## src/rtl/graph_fanout_enqueuer_pkg.sv

```systemverilog
// Shared task/AXI types and FSM encoding for the graph fan-out enqueuer.
package graph_fanout_enqueuer_pkg;

  typedef logic [31:0] ts_t;

  typedef struct packed {
    logic [3:0]  ttype;
    ts_t         ts;
    logic [31:0] hint;
    logic [63:0] args;
  } task_t;

  localparam int unsigned TQ_WIDTH = $bits(task_t);
  localparam logic [2:0]  AXI_SIZE_4B = 3'd2;

  typedef enum logic [3:0] {
    ST_IDLE, ST_RD_BOFS, ST_WT_BOFS, ST_RD_BNBR, ST_WT_BNBR,
    ST_RD_EDGE, ST_WT_EDGE, ST_RD_NBR, ST_WT_NBR, ST_SPLIT, ST_DONE
  } fanout_state_t;

  // Widened to 33 bits so a wrapped s/e pair can never look like a short range.
  function automatic logic [7:0] nbr_burst_len(logic [31:0] s, logic [31:0] e,
                                               int unsigned chunk);
    logic [32:0] span;
    span = {1'b0, e} - {1'b0, s};
    if (span > 33'(chunk)) return 8'(chunk - 1);
    return 8'(span - 33'd1);
  endfunction

endpackage

```

## src/rtl/graph_fanout_enqueuer_if.sv

```systemverilog
// L1 AXI read port, tied-off write channels and child task stream.
interface graph_fanout_enqueuer_if;
  logic                                        m_axi_l1_V_ARVALID;
  logic                                        m_axi_l1_V_ARREADY;
  logic [31:0]                                 m_axi_l1_V_ARADDR;
  logic [7:0]                                  m_axi_l1_V_ARLEN;
  logic [2:0]                                  m_axi_l1_V_ARSIZE;
  logic                                        m_axi_l1_V_RVALID;
  logic                                        m_axi_l1_V_RREADY;
  logic [31:0]                                 m_axi_l1_V_RDATA;
  logic                                        m_axi_l1_V_RLAST;
  logic [1:0]                                  m_axi_l1_V_RRESP;
  logic                                        m_axi_l1_V_AWVALID;
  logic                                        m_axi_l1_V_WVALID;
  logic                                        m_axi_l1_V_BREADY;
  logic [graph_fanout_enqueuer_pkg::TQ_WIDTH-1:0] task_out_V_TDATA;
  logic                                        task_out_V_TVALID;
  logic                                        task_out_V_TREADY;

  modport master (
    output m_axi_l1_V_ARVALID, m_axi_l1_V_ARADDR, m_axi_l1_V_ARLEN, m_axi_l1_V_ARSIZE,
    input  m_axi_l1_V_ARREADY,
    input  m_axi_l1_V_RVALID, m_axi_l1_V_RDATA, m_axi_l1_V_RLAST, m_axi_l1_V_RRESP,
    output m_axi_l1_V_RREADY,
    output m_axi_l1_V_AWVALID, m_axi_l1_V_WVALID, m_axi_l1_V_BREADY,
    output task_out_V_TDATA, task_out_V_TVALID,
    input  task_out_V_TREADY
  );

  modport slave (
    input  m_axi_l1_V_ARVALID, m_axi_l1_V_ARADDR, m_axi_l1_V_ARLEN, m_axi_l1_V_ARSIZE,
    output m_axi_l1_V_ARREADY,
    output m_axi_l1_V_RVALID, m_axi_l1_V_RDATA, m_axi_l1_V_RLAST, m_axi_l1_V_RRESP,
    input  m_axi_l1_V_RREADY,
    input  m_axi_l1_V_AWVALID, m_axi_l1_V_WVALID, m_axi_l1_V_BREADY,
    input  task_out_V_TDATA, task_out_V_TVALID,
    output task_out_V_TREADY
  );
endinterface

```

## src/rtl/graph_fanout_enqueuer_child_fmt.sv

```systemverilog
// Packs one neighbour word into a child task; owns the relative-timestamp adder.
module fanout_child_fmt
  import graph_fanout_enqueuer_pkg::*;
#(
  parameter int unsigned TS_BITS     = 24,
  parameter int unsigned PORT_BITS   = 2,
  parameter int unsigned CHILD_TTYPE = 0,
  parameter bit          REL_TS      = 1'b0
) (
  input  logic [31:0] nbr_i,
  input  ts_t         pts_i,
  input  logic [31:0] vid_i,
  output task_t       child_o
);
  logic [TS_BITS-1:0] weight, ts;
  logic               unused_ok;

  assign weight    = nbr_i[TS_BITS-1:0];
  assign ts        = REL_TS ? (pts_i[TS_BITS-1:0] + weight) : weight;
  assign unused_ok = ^{nbr_i, pts_i};

  always_comb begin
    child_o                       = '0;
    child_o.ttype                 = 4'(CHILD_TTYPE);
    child_o.ts                    = ts_t'(ts);
    child_o.hint                  = vid_i;
    child_o.args[PORT_BITS-1:0]   = nbr_i[TS_BITS +: PORT_BITS];
  end
endmodule

```

## src/rtl/graph_fanout_enqueuer.sv

```systemverilog
// Walks a vertex's CSR edge range in L1 and emits one child task per neighbour,
// plus a continuation task when the range exceeds CHUNK.
module graph_fanout_enqueuer
  import graph_fanout_enqueuer_pkg::*;
#(
  parameter int unsigned CORE_ID       = 0,
  parameter int unsigned TILE_ID       = 0,
  parameter int unsigned CHUNK         = 7,
  parameter logic [31:0] BASE_OFS_ADDR = 32'h20,
  parameter logic [31:0] BASE_NBR_ADDR = 32'h24,
  parameter int unsigned TS_BITS       = 24,
  parameter int unsigned PORT_BITS     = 2,
  parameter int unsigned CHILD_TTYPE   = 0,
  parameter int unsigned SPLIT_TTYPE   = 1,
  parameter bit          REL_TS        = 1'b0
) (
  input  logic                ap_clk,
  input  logic                ap_rst,
  input  logic                ap_start,
  output logic                ap_done,
  output logic                ap_idle,
  output logic                ap_ready,
  input  logic [TQ_WIDTH-1:0] task_in,
  input  logic                cache_inval,
  output logic                err,
  output logic                undo_log_entry_ap_vld,
  graph_fanout_enqueuer_if.master bus
);
  fanout_state_t state_q;
  logic          cache_vld_q, err_q, errb_q, arvalid_q;
  logic [31:0]   base_ofs_q, base_nbr_q, vid_q, s_q, e_q, araddr_q;
  logic [15:0]   start_q;
  logic [7:0]    arlen_q;
  ts_t           pts_q, last_ts_q;

  task_t       tin, child, split_task;
  logic        beat_bad, wt_state, rready, r_fire, child_ok, need_split, unused_ok;
  logic [32:0] span;

  assign tin        = task_t'(task_in);
  assign beat_bad   = bus.m_axi_l1_V_RRESP != 2'b00;
  assign wt_state   = state_q inside {ST_WT_BOFS, ST_WT_BNBR, ST_WT_EDGE, ST_WT_NBR};
  assign child_ok   = (state_q == ST_WT_NBR) && bus.m_axi_l1_V_RVALID && !errb_q && !beat_bad;
  // Neighbour beats are paced by the task stream unless the burst is being drained.
  assign rready     = (state_q == ST_WT_NBR) ? (errb_q || beat_bad || bus.task_out_V_TREADY)
                                             : wt_state;
  assign r_fire     = bus.m_axi_l1_V_RVALID && rready;
  assign span       = {1'b0, e_q} - {1'b0, s_q};
  assign need_split = span > 33'(CHUNK);
  assign unused_ok  = ^{tin.ttype, tin.args[63:16], 32'(CORE_ID), 32'(TILE_ID)};

  fanout_child_fmt #(
    .TS_BITS(TS_BITS), .PORT_BITS(PORT_BITS), .CHILD_TTYPE(CHILD_TTYPE), .REL_TS(REL_TS)
  ) u_fmt (
    .nbr_i(bus.m_axi_l1_V_RDATA), .pts_i(pts_q), .vid_i(vid_q), .child_o(child)
  );

  always_comb begin
    split_task           = '0;
    split_task.ttype     = 4'(SPLIT_TTYPE);
    split_task.ts        = last_ts_q;
    split_task.hint      = vid_q;
    split_task.args[15:0] = start_q + 16'(CHUNK);
  end

  assign bus.m_axi_l1_V_ARVALID = arvalid_q;
  assign bus.m_axi_l1_V_ARADDR  = araddr_q;
  assign bus.m_axi_l1_V_ARLEN   = arlen_q;
  assign bus.m_axi_l1_V_ARSIZE  = AXI_SIZE_4B;
  assign bus.m_axi_l1_V_RREADY  = rready;
  assign bus.m_axi_l1_V_AWVALID = 1'b0;
  assign bus.m_axi_l1_V_WVALID  = 1'b0;
  assign bus.m_axi_l1_V_BREADY  = 1'b1;
  assign bus.task_out_V_TVALID  = child_ok || (state_q == ST_SPLIT && need_split);
  assign bus.task_out_V_TDATA   = (state_q == ST_SPLIT) ? split_task : child;
  assign undo_log_entry_ap_vld  = 1'b0;
  assign ap_done  = state_q == ST_DONE;
  assign ap_idle  = state_q == ST_IDLE;
  assign ap_ready = state_q == ST_IDLE;
  assign err      = err_q;

  always_ff @(posedge ap_clk or posedge ap_rst) begin
    if (ap_rst) begin
      state_q     <= ST_IDLE;
      cache_vld_q <= 1'b0;
      err_q       <= 1'b0;
      errb_q      <= 1'b0;
      arvalid_q   <= 1'b0;
      araddr_q    <= '0;
      arlen_q     <= '0;
      base_ofs_q  <= '0;
      base_nbr_q  <= '0;
      vid_q       <= '0;
      start_q     <= '0;
      pts_q       <= '0;
      s_q         <= '0;
      e_q         <= '0;
      last_ts_q   <= '0;
    end else begin
      if (wt_state && r_fire && beat_bad) begin
        err_q  <= 1'b1;
        errb_q <= 1'b1;
      end
      case (state_q)
        ST_IDLE: if (ap_start) begin
          vid_q     <= tin.hint;
          start_q   <= tin.args[15:0];
          pts_q     <= tin.ts;
          err_q     <= 1'b0;
          errb_q    <= 1'b0;
          arvalid_q <= 1'b1;
          if (cache_vld_q) begin
            state_q  <= ST_RD_EDGE;
            araddr_q <= base_ofs_q + {tin.hint[29:0], 2'b00};
            arlen_q  <= 8'd1;
          end else begin
            state_q  <= ST_RD_BOFS;
            araddr_q <= BASE_OFS_ADDR;
            arlen_q  <= 8'd0;
          end
        end
        ST_RD_BOFS: if (bus.m_axi_l1_V_ARREADY) begin arvalid_q <= 1'b0; state_q <= ST_WT_BOFS; end
        ST_RD_BNBR: if (bus.m_axi_l1_V_ARREADY) begin arvalid_q <= 1'b0; state_q <= ST_WT_BNBR; end
        ST_RD_EDGE: if (bus.m_axi_l1_V_ARREADY) begin arvalid_q <= 1'b0; state_q <= ST_WT_EDGE; end
        ST_WT_BOFS: if (r_fire) begin
          base_ofs_q <= {bus.m_axi_l1_V_RDATA[29:0], 2'b00};
          if (beat_bad) state_q <= ST_DONE;
          else begin
            state_q   <= ST_RD_BNBR;
            arvalid_q <= 1'b1;
            araddr_q  <= BASE_NBR_ADDR;
            arlen_q   <= 8'd0;
          end
        end
        ST_WT_BNBR: if (r_fire) begin
          base_nbr_q <= {bus.m_axi_l1_V_RDATA[29:0], 2'b00};
          if (beat_bad) state_q <= ST_DONE;
          else begin
            cache_vld_q <= 1'b1;
            state_q     <= ST_RD_EDGE;
            arvalid_q   <= 1'b1;
            araddr_q    <= base_ofs_q + {vid_q[29:0], 2'b00};
            arlen_q     <= 8'd1;
          end
        end
        ST_WT_EDGE: if (r_fire) begin
          if (!bus.m_axi_l1_V_RLAST) s_q <= bus.m_axi_l1_V_RDATA + 32'(start_q);
          else begin
            e_q     <= bus.m_axi_l1_V_RDATA;
            state_q <= (errb_q || beat_bad) ? ST_DONE : ST_RD_NBR;
          end
        end
        // First cycle decides on the read; ARVALID is then held until accepted.
        ST_RD_NBR: if (!arvalid_q) begin
          if (s_q >= e_q) state_q <= ST_DONE;
          else begin
            arvalid_q <= 1'b1;
            araddr_q  <= base_nbr_q + {s_q[29:0], 2'b00};
            arlen_q   <= nbr_burst_len(s_q, e_q, CHUNK);
          end
        end else if (bus.m_axi_l1_V_ARREADY) begin
          arvalid_q <= 1'b0;
          state_q   <= ST_WT_NBR;
        end
        ST_WT_NBR: if (r_fire && bus.m_axi_l1_V_RLAST) begin
          last_ts_q <= child.ts;
          state_q   <= (errb_q || beat_bad) ? ST_DONE : ST_SPLIT;
        end
        ST_SPLIT: if (!need_split || bus.task_out_V_TREADY) state_q <= ST_DONE;
        default: state_q <= ST_IDLE;
      endcase
      if (cache_inval) cache_vld_q <= 1'b0;
    end
  end
endmodule

```

## src/flat_wrapper.sv

```systemverilog
// flat-port wrapper written by rule: the top's interface ports become plain ports
module graph_fanout_enqueuer_flat import graph_fanout_enqueuer_pkg::*;
#(
  parameter int unsigned CORE_ID       = 0,
  parameter int unsigned TILE_ID       = 0,
  parameter int unsigned CHUNK         = 7,
  parameter logic [31:0] BASE_OFS_ADDR = 32'h20,
  parameter logic [31:0] BASE_NBR_ADDR = 32'h24,
  parameter int unsigned TS_BITS       = 24,
  parameter int unsigned PORT_BITS     = 2,
  parameter int unsigned CHILD_TTYPE   = 0,
  parameter int unsigned SPLIT_TTYPE   = 1,
  parameter bit          REL_TS        = 1'b0
)
  (ap_clk, ap_rst, ap_start, ap_done, ap_idle, ap_ready, task_in, cache_inval, err, undo_log_entry_ap_vld, bus_m_axi_l1_V_ARVALID, bus_m_axi_l1_V_ARADDR, bus_m_axi_l1_V_ARLEN, bus_m_axi_l1_V_ARSIZE, bus_m_axi_l1_V_ARREADY, bus_m_axi_l1_V_RVALID, bus_m_axi_l1_V_RDATA, bus_m_axi_l1_V_RLAST, bus_m_axi_l1_V_RRESP, bus_m_axi_l1_V_RREADY, bus_m_axi_l1_V_AWVALID, bus_m_axi_l1_V_WVALID, bus_m_axi_l1_V_BREADY, bus_task_out_V_TDATA, bus_task_out_V_TVALID, bus_task_out_V_TREADY);
  graph_fanout_enqueuer_if bus_i ();
  input  logic ap_clk;
  input  logic ap_rst;
  input  logic ap_start;
  output logic ap_done;
  output logic ap_idle;
  output logic ap_ready;
  input  logic [TQ_WIDTH-1:0] task_in;
  input  logic cache_inval;
  output logic err;
  output logic undo_log_entry_ap_vld;
  output wire logic [$bits(bus_i.m_axi_l1_V_ARVALID)-1:0] bus_m_axi_l1_V_ARVALID;
  output wire logic [$bits(bus_i.m_axi_l1_V_ARADDR)-1:0] bus_m_axi_l1_V_ARADDR;
  output wire logic [$bits(bus_i.m_axi_l1_V_ARLEN)-1:0] bus_m_axi_l1_V_ARLEN;
  output wire logic [$bits(bus_i.m_axi_l1_V_ARSIZE)-1:0] bus_m_axi_l1_V_ARSIZE;
  input wire logic [$bits(bus_i.m_axi_l1_V_ARREADY)-1:0] bus_m_axi_l1_V_ARREADY;
  input wire logic [$bits(bus_i.m_axi_l1_V_RVALID)-1:0] bus_m_axi_l1_V_RVALID;
  input wire logic [$bits(bus_i.m_axi_l1_V_RDATA)-1:0] bus_m_axi_l1_V_RDATA;
  input wire logic [$bits(bus_i.m_axi_l1_V_RLAST)-1:0] bus_m_axi_l1_V_RLAST;
  input wire logic [$bits(bus_i.m_axi_l1_V_RRESP)-1:0] bus_m_axi_l1_V_RRESP;
  output wire logic [$bits(bus_i.m_axi_l1_V_RREADY)-1:0] bus_m_axi_l1_V_RREADY;
  output wire logic [$bits(bus_i.m_axi_l1_V_AWVALID)-1:0] bus_m_axi_l1_V_AWVALID;
  output wire logic [$bits(bus_i.m_axi_l1_V_WVALID)-1:0] bus_m_axi_l1_V_WVALID;
  output wire logic [$bits(bus_i.m_axi_l1_V_BREADY)-1:0] bus_m_axi_l1_V_BREADY;
  output wire logic [$bits(bus_i.task_out_V_TDATA)-1:0] bus_task_out_V_TDATA;
  output wire logic [$bits(bus_i.task_out_V_TVALID)-1:0] bus_task_out_V_TVALID;
  input wire logic [$bits(bus_i.task_out_V_TREADY)-1:0] bus_task_out_V_TREADY;
  assign bus_m_axi_l1_V_ARVALID = bus_i.m_axi_l1_V_ARVALID;
  assign bus_m_axi_l1_V_ARADDR = bus_i.m_axi_l1_V_ARADDR;
  assign bus_m_axi_l1_V_ARLEN = bus_i.m_axi_l1_V_ARLEN;
  assign bus_m_axi_l1_V_ARSIZE = bus_i.m_axi_l1_V_ARSIZE;
  assign bus_i.m_axi_l1_V_ARREADY = bus_m_axi_l1_V_ARREADY;
  assign bus_i.m_axi_l1_V_RVALID = bus_m_axi_l1_V_RVALID;
  assign bus_i.m_axi_l1_V_RDATA = bus_m_axi_l1_V_RDATA;
  assign bus_i.m_axi_l1_V_RLAST = bus_m_axi_l1_V_RLAST;
  assign bus_i.m_axi_l1_V_RRESP = bus_m_axi_l1_V_RRESP;
  assign bus_m_axi_l1_V_RREADY = bus_i.m_axi_l1_V_RREADY;
  assign bus_m_axi_l1_V_AWVALID = bus_i.m_axi_l1_V_AWVALID;
  assign bus_m_axi_l1_V_WVALID = bus_i.m_axi_l1_V_WVALID;
  assign bus_m_axi_l1_V_BREADY = bus_i.m_axi_l1_V_BREADY;
  assign bus_task_out_V_TDATA = bus_i.task_out_V_TDATA;
  assign bus_task_out_V_TVALID = bus_i.task_out_V_TVALID;
  assign bus_i.task_out_V_TREADY = bus_task_out_V_TREADY;
  graph_fanout_enqueuer #(.CORE_ID(CORE_ID), .TILE_ID(TILE_ID), .CHUNK(CHUNK), .BASE_OFS_ADDR(BASE_OFS_ADDR), .BASE_NBR_ADDR(BASE_NBR_ADDR), .TS_BITS(TS_BITS), .PORT_BITS(PORT_BITS), .CHILD_TTYPE(CHILD_TTYPE), .SPLIT_TTYPE(SPLIT_TTYPE), .REL_TS(REL_TS)) u_core (.ap_clk(ap_clk), .ap_rst(ap_rst), .ap_start(ap_start), .ap_done(ap_done), .ap_idle(ap_idle), .ap_ready(ap_ready), .task_in(task_in), .cache_inval(cache_inval), .err(err), .undo_log_entry_ap_vld(undo_log_entry_ap_vld), .bus(bus_i));
endmodule
```

## config.mk

```make
export PLATFORM = sky130hd
export DESIGN_NAME = graph_fanout_enqueuer_flat
export DESIGN_NICKNAME = d
export VERILOG_FILES = /design/src/rtl/graph_fanout_enqueuer_pkg.sv /design/src/rtl/graph_fanout_enqueuer_if.sv /design/src/rtl/graph_fanout_enqueuer_child_fmt.sv /design/src/rtl/graph_fanout_enqueuer.sv /design/src/flat_wrapper.sv
export SDC_FILE = /design/constraint.sdc
export NUM_CORES = 1
export LEC_CHECK = 0
export CAP_MARGIN = 20
export CORE_ASPECT_RATIO = 1.1
export CORE_UTILIZATION = 25
export DETAILED_ROUTE_END_ITERATION = 8
export PLACE_DENSITY = 0.55
export SLEW_MARGIN = 20
export SYNTH_ARGS = -nofsm -noshare
export SYNTH_HDL_FRONTEND = slang
export SYNTH_SLANG_ARGS = --single-unit
export TNS_END_PERCENT = 20
```

## constraint.sdc

```tcl
create_clock -name ap_clk -period 8.23 [get_ports ap_clk]
set_input_delay 2.0575 -clock ap_clk [delete_from_list [all_inputs] [get_ports ap_clk]]
set_output_delay 2.0575 -clock ap_clk [all_outputs]
set_load 0.005 [all_outputs]
```

### Yosys cells after proc, flatten, opt, wreduce, memory -nomap -nowiden

Cells that the tools add are included.

| storage, ports and cells | value |
|---|---|
| output and inout bits | 186 |
| memories kept | 0 |
| logic and storage cells | 149 |
| RAM bits | 0 |
| bits in latches | 0 |
| bits in registers | 244 |
| memory bits (read-only) | 0 |

| cells by class | value |
|---|---|
| multiplexer cells | 61 |
| magnitude comparators | 2 |
| equality and inequality tests | 30 |
| $add $sub $neg | 7 |
| $mul | 0 |
| shifts and indexed selects | 0 |
| reductions and logical operators | 34 |
| divide/modulo/power cells | 0 |
| bitwise operators | 1 |

Operator list:

| cell | count |
|---|---|
| 32-bit two-way mux | 8 |
| 129-bit two-way mux | 1 |
| 32-bit case mux with 4 select lines | 1 |
| 32-bit adder | 3 |
| 8-bit two-way mux | 9 |
| 4-bit two-way mux | 16 |
| 4-bit case mux with 10 select lines | 1 |
| 33-bit by 3-bit > comparator with 1-bit output (second input constant) | 1 |
| 32-bit by 32-bit subtractor with 33-bit output | 1 |
| 32-bit by 16-bit adder with 32-bit output | 1 |
| 32-bit greater-or-equal comparator | 1 |
| 8-bit case mux with 4 select lines | 1 |
| 2-bit inequality test (second input constant) | 13 |
| 1-bit two-way mux | 21 |
| 16-bit by 3-bit adder with 16-bit output (second input constant) | 1 |
| 4-bit by 3-bit == test with 1-bit output (second input constant) | 4 |
| 4-bit == test (second input constant) | 3 |
| 12-bit AND reduction | 1 |
| 4-bit nonzero test | 3 |
| 2-bit by 1-bit inequality test with 1-bit output (second input constant) | 5 |
| 3-bit AND reduction | 3 |
| 4-bit by 2-bit == test with 1-bit output (second input constant) | 2 |
| 1-bit logical AND | 8 |
| 2-bit AND reduction | 4 |
| 16 further kinds | 23 |

### Logic depth before layout (Yosys ltp)

Gate-level depths: netlist (run 1).

| logic depth | value |
|---|---|
| depth after elaboration | 10 |
| depth in mapped cells | 16 |
| gate-level depth less buffers | 15 |

### Cells and area by module

A second synthesis (run 1) with hierarchy kept.

| unflattened totals | value |
|---|---|
| cell total of the unflattened synthesis | 2374 |
| area, all modules | 21132.8 sq um |

Modules (own cells, without submodules):

| module | seq. area each (sq um) | cells an instance | area an instance (sq um) | instances |
|---|---|---|---|---|
| graph_fanout_enqueuer | 7056.8 | 2241 | 20138.1 | 1 |
| fanout_child_fmt | 0.0 | 133 | 994.7 | 1 |

### Worst setup path after synthesis (run 1)

OpenSTA, ideal clock, no wires.

| path | value |
|---|---|
| path kind | reg2out |
| from | register u_core.e_q[0] |
| to | output port bus_task_out_V_TVALID |
| setup slack | 2081 ps |
| arrival | 4092 ps |
| cell stages (with the launch flop) | 17 |
| required time | 6173 ps |
| buffers on the path | 1 |
| path through | dfrtp_1 -> inv_1 -> ha_1 -> inv_1 -> fa_1 -> ha_1 -> nor3_1 -> a221o_1 -> or4_1 -> or4_1 -> or4_1 -> or4_1 -> nor4_1 -> and4_1 -> nand2_1 -> buf_6 -> a32o_1 |

| between the ends | value |
|---|---|
| longest elaborated chain between the ends | 4 |

RTL lines:

| item | RTL line | text |
|---|---|---|
| from (decl) | graph_fanout_enqueuer.sv:31 | `logic [31:0] base_ofs_q, base_nbr_q, vid_q, s_q, e_q, araddr_q;` |
| from (signal assigned) | graph_fanout_enqueuer.sv:149 | `e_q <= bus.m_axi_l1_V_RDATA;` |
| 32-bit by 32-bit subtractor with 33-bit output | graph_fanout_enqueuer.sv:48 | `assign span = {1'b0, e_q} - {1'b0, s_q};` |
| 33-bit by 3-bit > comparator with 1-bit output | graph_fanout_enqueuer.sv:49 | `assign need_split = span > 33'(CHUNK);` |
| 1-bit logical AND | graph_fanout_enqueuer.sv:74 | `assign bus.task_out_V_TVALID = child_ok \|\| (state_q == ST_SPLIT && need_split);` |
| 1-bit logical OR | graph_fanout_enqueuer.sv:74 |  |
| to (decl) | flat_wrapper.sv:41 | `output wire logic [$bits(bus_i.task_out_V_TVALID)-1:0] bus_task_out_V_TVALID;` |

No other way between the ends.

### Worst setup path after layout (run 1)

Same ends and word-level chain as after synthesis.

==> results of run 1 <==
==> where the power goes <==
part           internal, mW  switching, mW
Clock                 0.796          0.555
Combinational          2.17           2.66
Sequential             1.61          0.429
==> cell type report <==
cell class / instances / area, um^2 / share of cell area [%]
multi-input cells: 1598 / 11200 / 50.9
inverters: 74 / 282 / 1.28
clock inverters: 9 / 129 / 0.587
repair buffers: 230 / 2260 / 10.3
flip-flops and latches: 242 / 6060 / 27.6
clock buffers: 44 / 873 / 3.98
well taps: 945 / 1180 / 5.39
==> layer usage <==
layer | routed length, um | vias to the layer above | track usage (%)
li1 | - | 7439 | -
met1 | 27200 | 7531 | 21.2
met4 | 1520 | 0 | 4.54
met3 | 2750 | 84 | 2.08
met2 | 30000 | 437 | 28.8
met5 | 0 | - | 0
==> placed cells by master, fill, tap and decap left out, types with 7 or more instances in the layout <==
cell type	Yosys	layout
and2_1	9	9
clkdlybuf4s50_1	0	207
nor2b_1	25	25
clkbuf_1	68	7
mux2_2	165	165
dfrtp_1	242	242
o22ai_1	22	22
conb_1	2	68
xor2_1	62	62
a211oi_1	18	18
o21bai_1	10	10
ha_1	138	138
clkbuf_8	0	7
or3_1	14	14
clkbuf_16	0	30
and3_1	20	20
nand2b_1	22	22
a211o_1	7	7
a31oi_1	19	19
inv_1	73	72
nand4_1	22	22
nor3_1	29	28
o211ai_1	16	16
nand3_1	34	33
nor2_1	88	86
o21a_1	15	15
o31ai_1	8	7
a21o_1	50	50
buf_4	69	22
o21ai_0	134	134
or2_2	12	12
xnor2_1	72	72
nand2_1	234	233
or4_1	7	7
mux2i_1	11	11
a21oi_1	156	156
nor4_1	10	10
==> Yosys cell counts, drive strengths merged, types with 6 or more instances <==
cell | number | share of area [%]
o21a | 15 | 0.62
or2 | 12 | 0.42
dfrtp | 242 | 34
nor4 | 10 | 0.35
nand3 | 34 | 0.94
a211oi | 18 | 0.75
or4 | 7 | 0.29
a211o | 7 | 0.34
nand2b | 22 | 0.76
a21oi | 157 | 4.4
o211ai | 16 | 0.66
nor3 | 29 | 0.80
buf | 82 | 3.3
and2 | 9 | 0.31
ha | 138 | 9.6
xnor2 | 72 | 3.5
mux2 | 165 | 10
xor2 | 62 | 3.0
nor2 | 88 | 1.8
o21ai | 137 | 3.8
a21o | 50 | 2.1
a31oi | 19 | 0.66
o31ai | 8 | 0.33
or3 | 14 | 0.48
o22ai | 22 | 0.76
inv | 73 | 1.5
o21bai | 10 | 0.42
and3 | 20 | 0.69
mux2i | 11 | 0.61
a222oi | 6 | 0.33
nand2 | 234 | 4.9
nor2b | 25 | 0.87
nand4 | 22 | 0.76
o31a | 6 | 0.29
a221oi | 6 | 0.29
clkbuf | 68 | 1.4
==> critical path, delay by kind of cell, from the launching register on <==
kind / cells / cell delay [ns]
flops: 1 / 0.35
buf+inv: 3 / 0.58
fa+ha+maj: 3 / 0.85
compound gates: 2 / 0.64
simple gates: 8 / 2.85
==> cell families after synthesis <==
| logic type | after synthesis | share of synthesized area, % |
|---|---|---|
| multiplexers | 176 | 10.9 |
| XOR/XNOR | 134 | 6.50 |
| other | 2 | 0.0416 |
| AO/OA/AOI/OAI | 534 | 18.6 |
| AND/OR/NAND/NOR | 541 | 14.1 |
| flip-flops | 242 | 33.5 |
| adder cells (fa/ha/maj) | 145 | 10.2 |
| buffers and inverters | 224 | 6.21 |
==> final timing paths <==
check                                              endpoint  slack (ns)  cells after the start                        startpoint
min in group asynchronous   u_core.bus.m_axi_l1_V_ARADDR[7]        2.08                      3                            ap_rst
setup / recovery                      bus_task_out_V_TVALID        0.32                     16                     u_core.e_q[0]
hold / removal             u_core.bus.m_axi_l1_V_ARADDR[18]        0.48                      2  u_core.bus.m_axi_l1_V_ARADDR[18]
max in group asynchronous                    u_core.e_q[31]        4.70                      4                            ap_rst
setup reg to reg             u_core.bus.m_axi_l1_V_ARLEN[2]        3.25                     15                     u_core.e_q[0]
hold reg to reg            u_core.bus.m_axi_l1_V_ARADDR[18]        0.48                      2  u_core.bus.m_axi_l1_V_ARADDR[18]
==> flip-flops by register name (all words and copies together) (netlist names), 4 cells and up <==
register and count:
u_core.s_q 32, u_core.bus.m_axi_l1_V_ARADDR 30, u_core.base_ofs_q 30, u_core.bus.m_axi_l1_V_ARLEN 8, u_core.state_q 4, u_core.start_q 16
u_core.last_ts_q 24, u_core.vid_q 32, u_core.e_q 32, u_core.base_nbr_q 30
==> reports/results.ini, run 1 <==
[clocking]
cts-resized-gates=0
cts_tree=done
cts_made_buffers=30
clkLatencyLatePin_ns=0.60
cts-hold-fix-buffers=0
htreeDepth=1
cts_max_path_buffers=3
root_buffer=clkbuf_16
clock_sinks=242
cts_setup_buffers=0
clk_pin_slew_ns=0.06

[detailed_routing]
drc=0
drt_wl_total_um=61400
drt_iter0_drc=879
vias=15500
firstDrtPassIters=5
routedWlPerCell_um=19.6
via_per_inst=4.93
drtAntennaViolNets=0

[yosys]
syn_avg_cell_area_um2=9.04
syn_area_um2=18100
synth_edf_count=0
ys_seq_area_share_pct=33.5
syn-instance-count=1998
ys_warn_count=0
synth-async-reset-ratio_pct=100
post_synth_num_cell_types=77
ys_ff_latch=242
synth_ff_type=dfrtp_1

[finish]
area_growth_pct=21.5
post-route-cell-area_um2=22000
fin_cells=3142
layout.nets=2493
n_antenna_cell=0
nFillCells=7504
postLayoutCoreUtil_pct=30.6
layout-drive-gt1-share_pct=11.9

[global_routing]
track_usage_pct=16.5
antenna_found_initial=2
grt.overflow.total=0
grt_first_pass_wirelength_um=94500
grt_max_degree=123
grt_pass1_vias=15500

[timing]
whs_ns=0.484
clock_skew_ns=0.0273
relSlewSlack_pct=31.3
finalSetupViolCount=0
rsz0062_at_grt=no
worst_slack_ns=0.318
fin_crit_sh_pct=96.1
layout_min_cycle_time_ns=7.91
hold_viol=0
slew_viol_final=0
tightest_slew_ns=1.03
fin_setup_tns_ns=0
max_freq_ghz=0.126

[pwr]
powerDensity_nw_per_um2=375
total_power_mw=8.22
peakVddDrop_v=0.000159
power.leakage_nw=9.71

[worst_setup_path]
endpoint_kind=output port
critPathLaunchType=flip-flop
crit_fanout=11
path_common_cell=or4_1
worstPathArrival_ns=5.85
crit_path_max_incr_delay_ns=0.53
cp_cell_sequence=inv_1 -> ha_1 -> inv_1 -> fa_1 -> ha_1 -> nor3_1 -> a221o_1 -> or4_1 -> or4_1 -> or4_1 -> or4_1 -> nor4_1 -> and4_1 -> nand2_1 -> a32o_1 -> clkdlybuf4s50_1
slowest_stage=fa_1
critPathKind=reg -> out
required_ns=6.17

[outcome]
outcome=finished clean

[floorplanning]
fp.dieW_um=258
die-area_um2=73300
core_region_area_um2=71700
rows=103
io_pins=360
die_h_um=284
start_util_pct=25.2

[placed_design]
gp_congestion=0.909
pre_cts_ws_ns=0.954
dpl.hpwl_um=47700
dp_cells=3089
portBuffers=207
place_area_um2=20900

[job]
maxCapViolCount=0

[hold_path]
hold_path.class=reg -> reg

Note: power is estimated with default switching activity, not from simulation.
==> inputs of run 2 (changes only) <==
--- a/config.mk
+++ b/config.mk
@@ -8,6 +8,7 @@
 export CAP_MARGIN = 20
 export CORE_ASPECT_RATIO = 1.1
 export CORE_UTILIZATION = 25
+export CTS_CLUSTER_SIZE = 16
 export DETAILED_ROUTE_END_ITERATION = 8
 export PLACE_DENSITY = 0.55
 export SLEW_MARGIN = 20
==> results of run 2 <==
No change in the layout: final DEF, timing and power equal those of run 1.
==> inputs of run 3 (changes only) <==
--- a/config.mk
+++ b/config.mk
@@ -6,11 +6,11 @@
 export NUM_CORES = 1
 export LEC_CHECK = 0
 export CAP_MARGIN = 20
-export CORE_ASPECT_RATIO = 1.1
-export CORE_UTILIZATION = 25
+export CORE_ASPECT_RATIO = 0.75
+export CORE_UTILIZATION = 30
 export CTS_CLUSTER_SIZE = 16
 export DETAILED_ROUTE_END_ITERATION = 8
-export PLACE_DENSITY = 0.55
+export PLACE_DENSITY = 0.61
 export SLEW_MARGIN = 20
 export SYNTH_ARGS = -nofsm -noshare
 export SYNTH_HDL_FRONTEND = slang
==> run 3 against run 2 <==
Worst setup slack improved by 0.038 ns. Clock skew down 0.012 ns. Cell area down 0.76%. Clock power grew 4%. Via count rose by 1.4%. Total power up 0.62%. Fmax rose by 0.48%. Critical path depth is the same. Global-route usage rose by 2.0 points. Largest power group unchanged. Highest routed layer unchanged.
==> reports/results.ini, run 3 (synthesized netlist as in run 1, its figures left out) <==
[outcome]
outcome=finished clean

[timing]
layout_min_cycle_time_ns=7.87  ; -0.0380 ns
relSlewSlack_pct=27.7  ; -3.6 points
finalSetupViolCount=0  ; unchanged
rsz0062_at_grt=no
max_freq_ghz=0.127  ; +0.48%
slew_viol_final=0  ; unchanged
tightest_slew_ns=1.08  ; +0.0541 ns
clock_skew_ns=0.0149  ; -0.0124 ns
hold_viol=0  ; unchanged
fin_crit_sh_pct=95.7  ; -0.46 points
fin_setup_tns_ns=0  ; unchanged

[clocking]
cts-hold-fix-buffers=0  ; unchanged
cts_tree=done
clkLatencyLatePin_ns=0.58  ; -0.02 ns
htreeDepth=1  ; unchanged
root_buffer=clkbuf_16
clk_pin_slew_ns=0.06  ; about the same
cts-resized-gates=0  ; unchanged
cts_made_buffers=29  ; -3.3%
cts_max_path_buffers=3  ; unchanged
cts_setup_buffers=0  ; unchanged
clock_sinks=242  ; unchanged

[finish]
area_growth_pct=20.6
multi_input_area_um2=11200  ; unchanged
nFillCells=5993  ; -20%
layout.nets=2490  ; -0.12%
layout-drive-gt1-share_pct=12.1  ; +0.19 points
reg_top3=u_core.e_q (32), u_core.s_q (32), u_core.vid_q (32)
layout_commonest_cell=dfrtp_1
layout_common_cells=dfrtp_1, nand2_1, clkdlybuf4s50_1
regArea_um2=6060  ; unchanged

[detailed_routing]
vias=15700  ; +1.4%
drt_iter0_drc=1204  ; +37%
drtAntennaViolNets=0  ; unchanged
drc=0  ; unchanged
drt_wl_total_um=57700  ; -6.1%
via_per_inst=5.26  ; +6.7%
routedWlPerCell_um=19.3  ; -1.2%
firstDrtPassIters=5  ; unchanged

[placed_design]
portBuffers=207  ; unchanged
dpl.hpwl_um=44700  ; -6.3%
gp_congestion=0.897  ; -1.3%

[global_routing]
grt_pass1_vias=15300  ; -1.1%
grt.overflow.total=0  ; unchanged
grt_first_pass_wirelength_um=89600  ; -5.2%
track_usage_pct=18.5  ; +2.0 points
antenna_found_initial=5  ; +3
grt_max_degree=150  ; +22%

[floorplanning]
die_h_um=215  ; -24%
rows=77  ; -25%
core_region_area_um2=59300  ; -17%
start_util_pct=30.5  ; +5.3 points
die-area_um2=61200  ; -17%
io_pins=360  ; unchanged
fp.dieW_um=285  ; +10%

[worst_setup_path]
critPathLaunchType=flip-flop
critPathKind=reg -> out
crit_fanout=11  ; unchanged
worstPathArrival_ns=5.82  ; -0.03 ns
endpoint_kind=output port
required_ns=6.17  ; about the same

[job]
maxCapViolCount=0  ; unchanged

[pwr]
total_power_mw=8.27  ; +0.62%
peakVddDrop_v=0.000185  ; +16%
powerDensity_nw_per_um2=380  ; +1.4%
power.leakage_nw=9.72  ; +0.16%

[hold_path]
hold_path.class=reg -> reg

==> run 3: cell type report <==
type,instances,share of cell area [%]
clock buffer,33,3.54
timing repair buffer,228,10.3
clock inverter,20,1.23
inverter,74,1.29
sequential,242,27.8
antenna,2,0.0230
multi-input combinational,1598,51.3
tap,790,4.54
==> run 3: routing by layer <==
layer	wire (um)	share of wire [%]	global-route usage [%]	up-vias
met4	1030	1.8	3.60	0
met1	28000	48	27.5	7698
li1	-	-	-	7427
met2	25200	44	28.3	528
met5	0	0	0	-
met3	3450	6.0	2.43	54
==> run 3: power breakdown <==
group	leakage, nW	internal, mW	switching, mW
clock	0.510	0.837	0.573
combinational	6.08	2.17	2.65
sequential	3.13	1.61	0.435
==> run 3: worst max-delay path, cell delays in order (launching register included) <==
cell	delay (ns)
dfrtp_1	0.36
inv_1	0.07
ha_1	0.17
inv_1	0.06
fa_1	0.55
ha_1	0.16
nor3_1	0.06
a221o_1	0.31
or4_1	0.45
or4_1	0.50
or4_1	0.40
or4_1	0.41
nor4_1	0.36
and4_1	0.28
nand2_1	0.30
a32o_1	0.34
clkdlybuf4s50_1	0.44
==> run 3: metrics by stage <==
stage                     cell area (um^2)  hold slack (ns)  worst slack [ns]  instances  utilization (%)
final                                21800            0.485             0.356       2987             36.8
after detailed placement             20700            0.476             0.986       2932             35.0
after CTS                            21800            0.492             0.324       2985             36.8
after floorplan                      18300            0.450              2.08       2064                -
after global routing                 21800            0.512             0.109       2985             36.8
after global placement               20700            0.467              1.02       2932             35.0
==> run 3: path summary, 6_finish.rpt <==
| path | startpoint | end | slack [ns] | cells after the start |
|---|---|---|---|---|
| worst max-delay path | u_core.e_q[0] | bus_task_out_V_TVALID | 0.36 | 16 |
| worst min-delay path | u_core.bus.m_axi_l1_V_ARADDR[10] | u_core.bus.m_axi_l1_V_ARADDR[10] | 0.48 | 2 |
| worst max register to register | u_core.e_q[0] | u_core.bus.m_axi_l1_V_ARLEN[2] | 3.26 | 15 |
| worst min register to register | u_core.bus.m_axi_l1_V_ARADDR[10] | u_core.bus.m_axi_l1_V_ARADDR[10] | 0.48 | 2 |
| max in group asynchronous | ap_rst | u_core.last_ts_q[19] | 4.85 | 3 |
| min in group asynchronous | ap_rst | u_core.vid_q[30] | 2.00 | 2 |
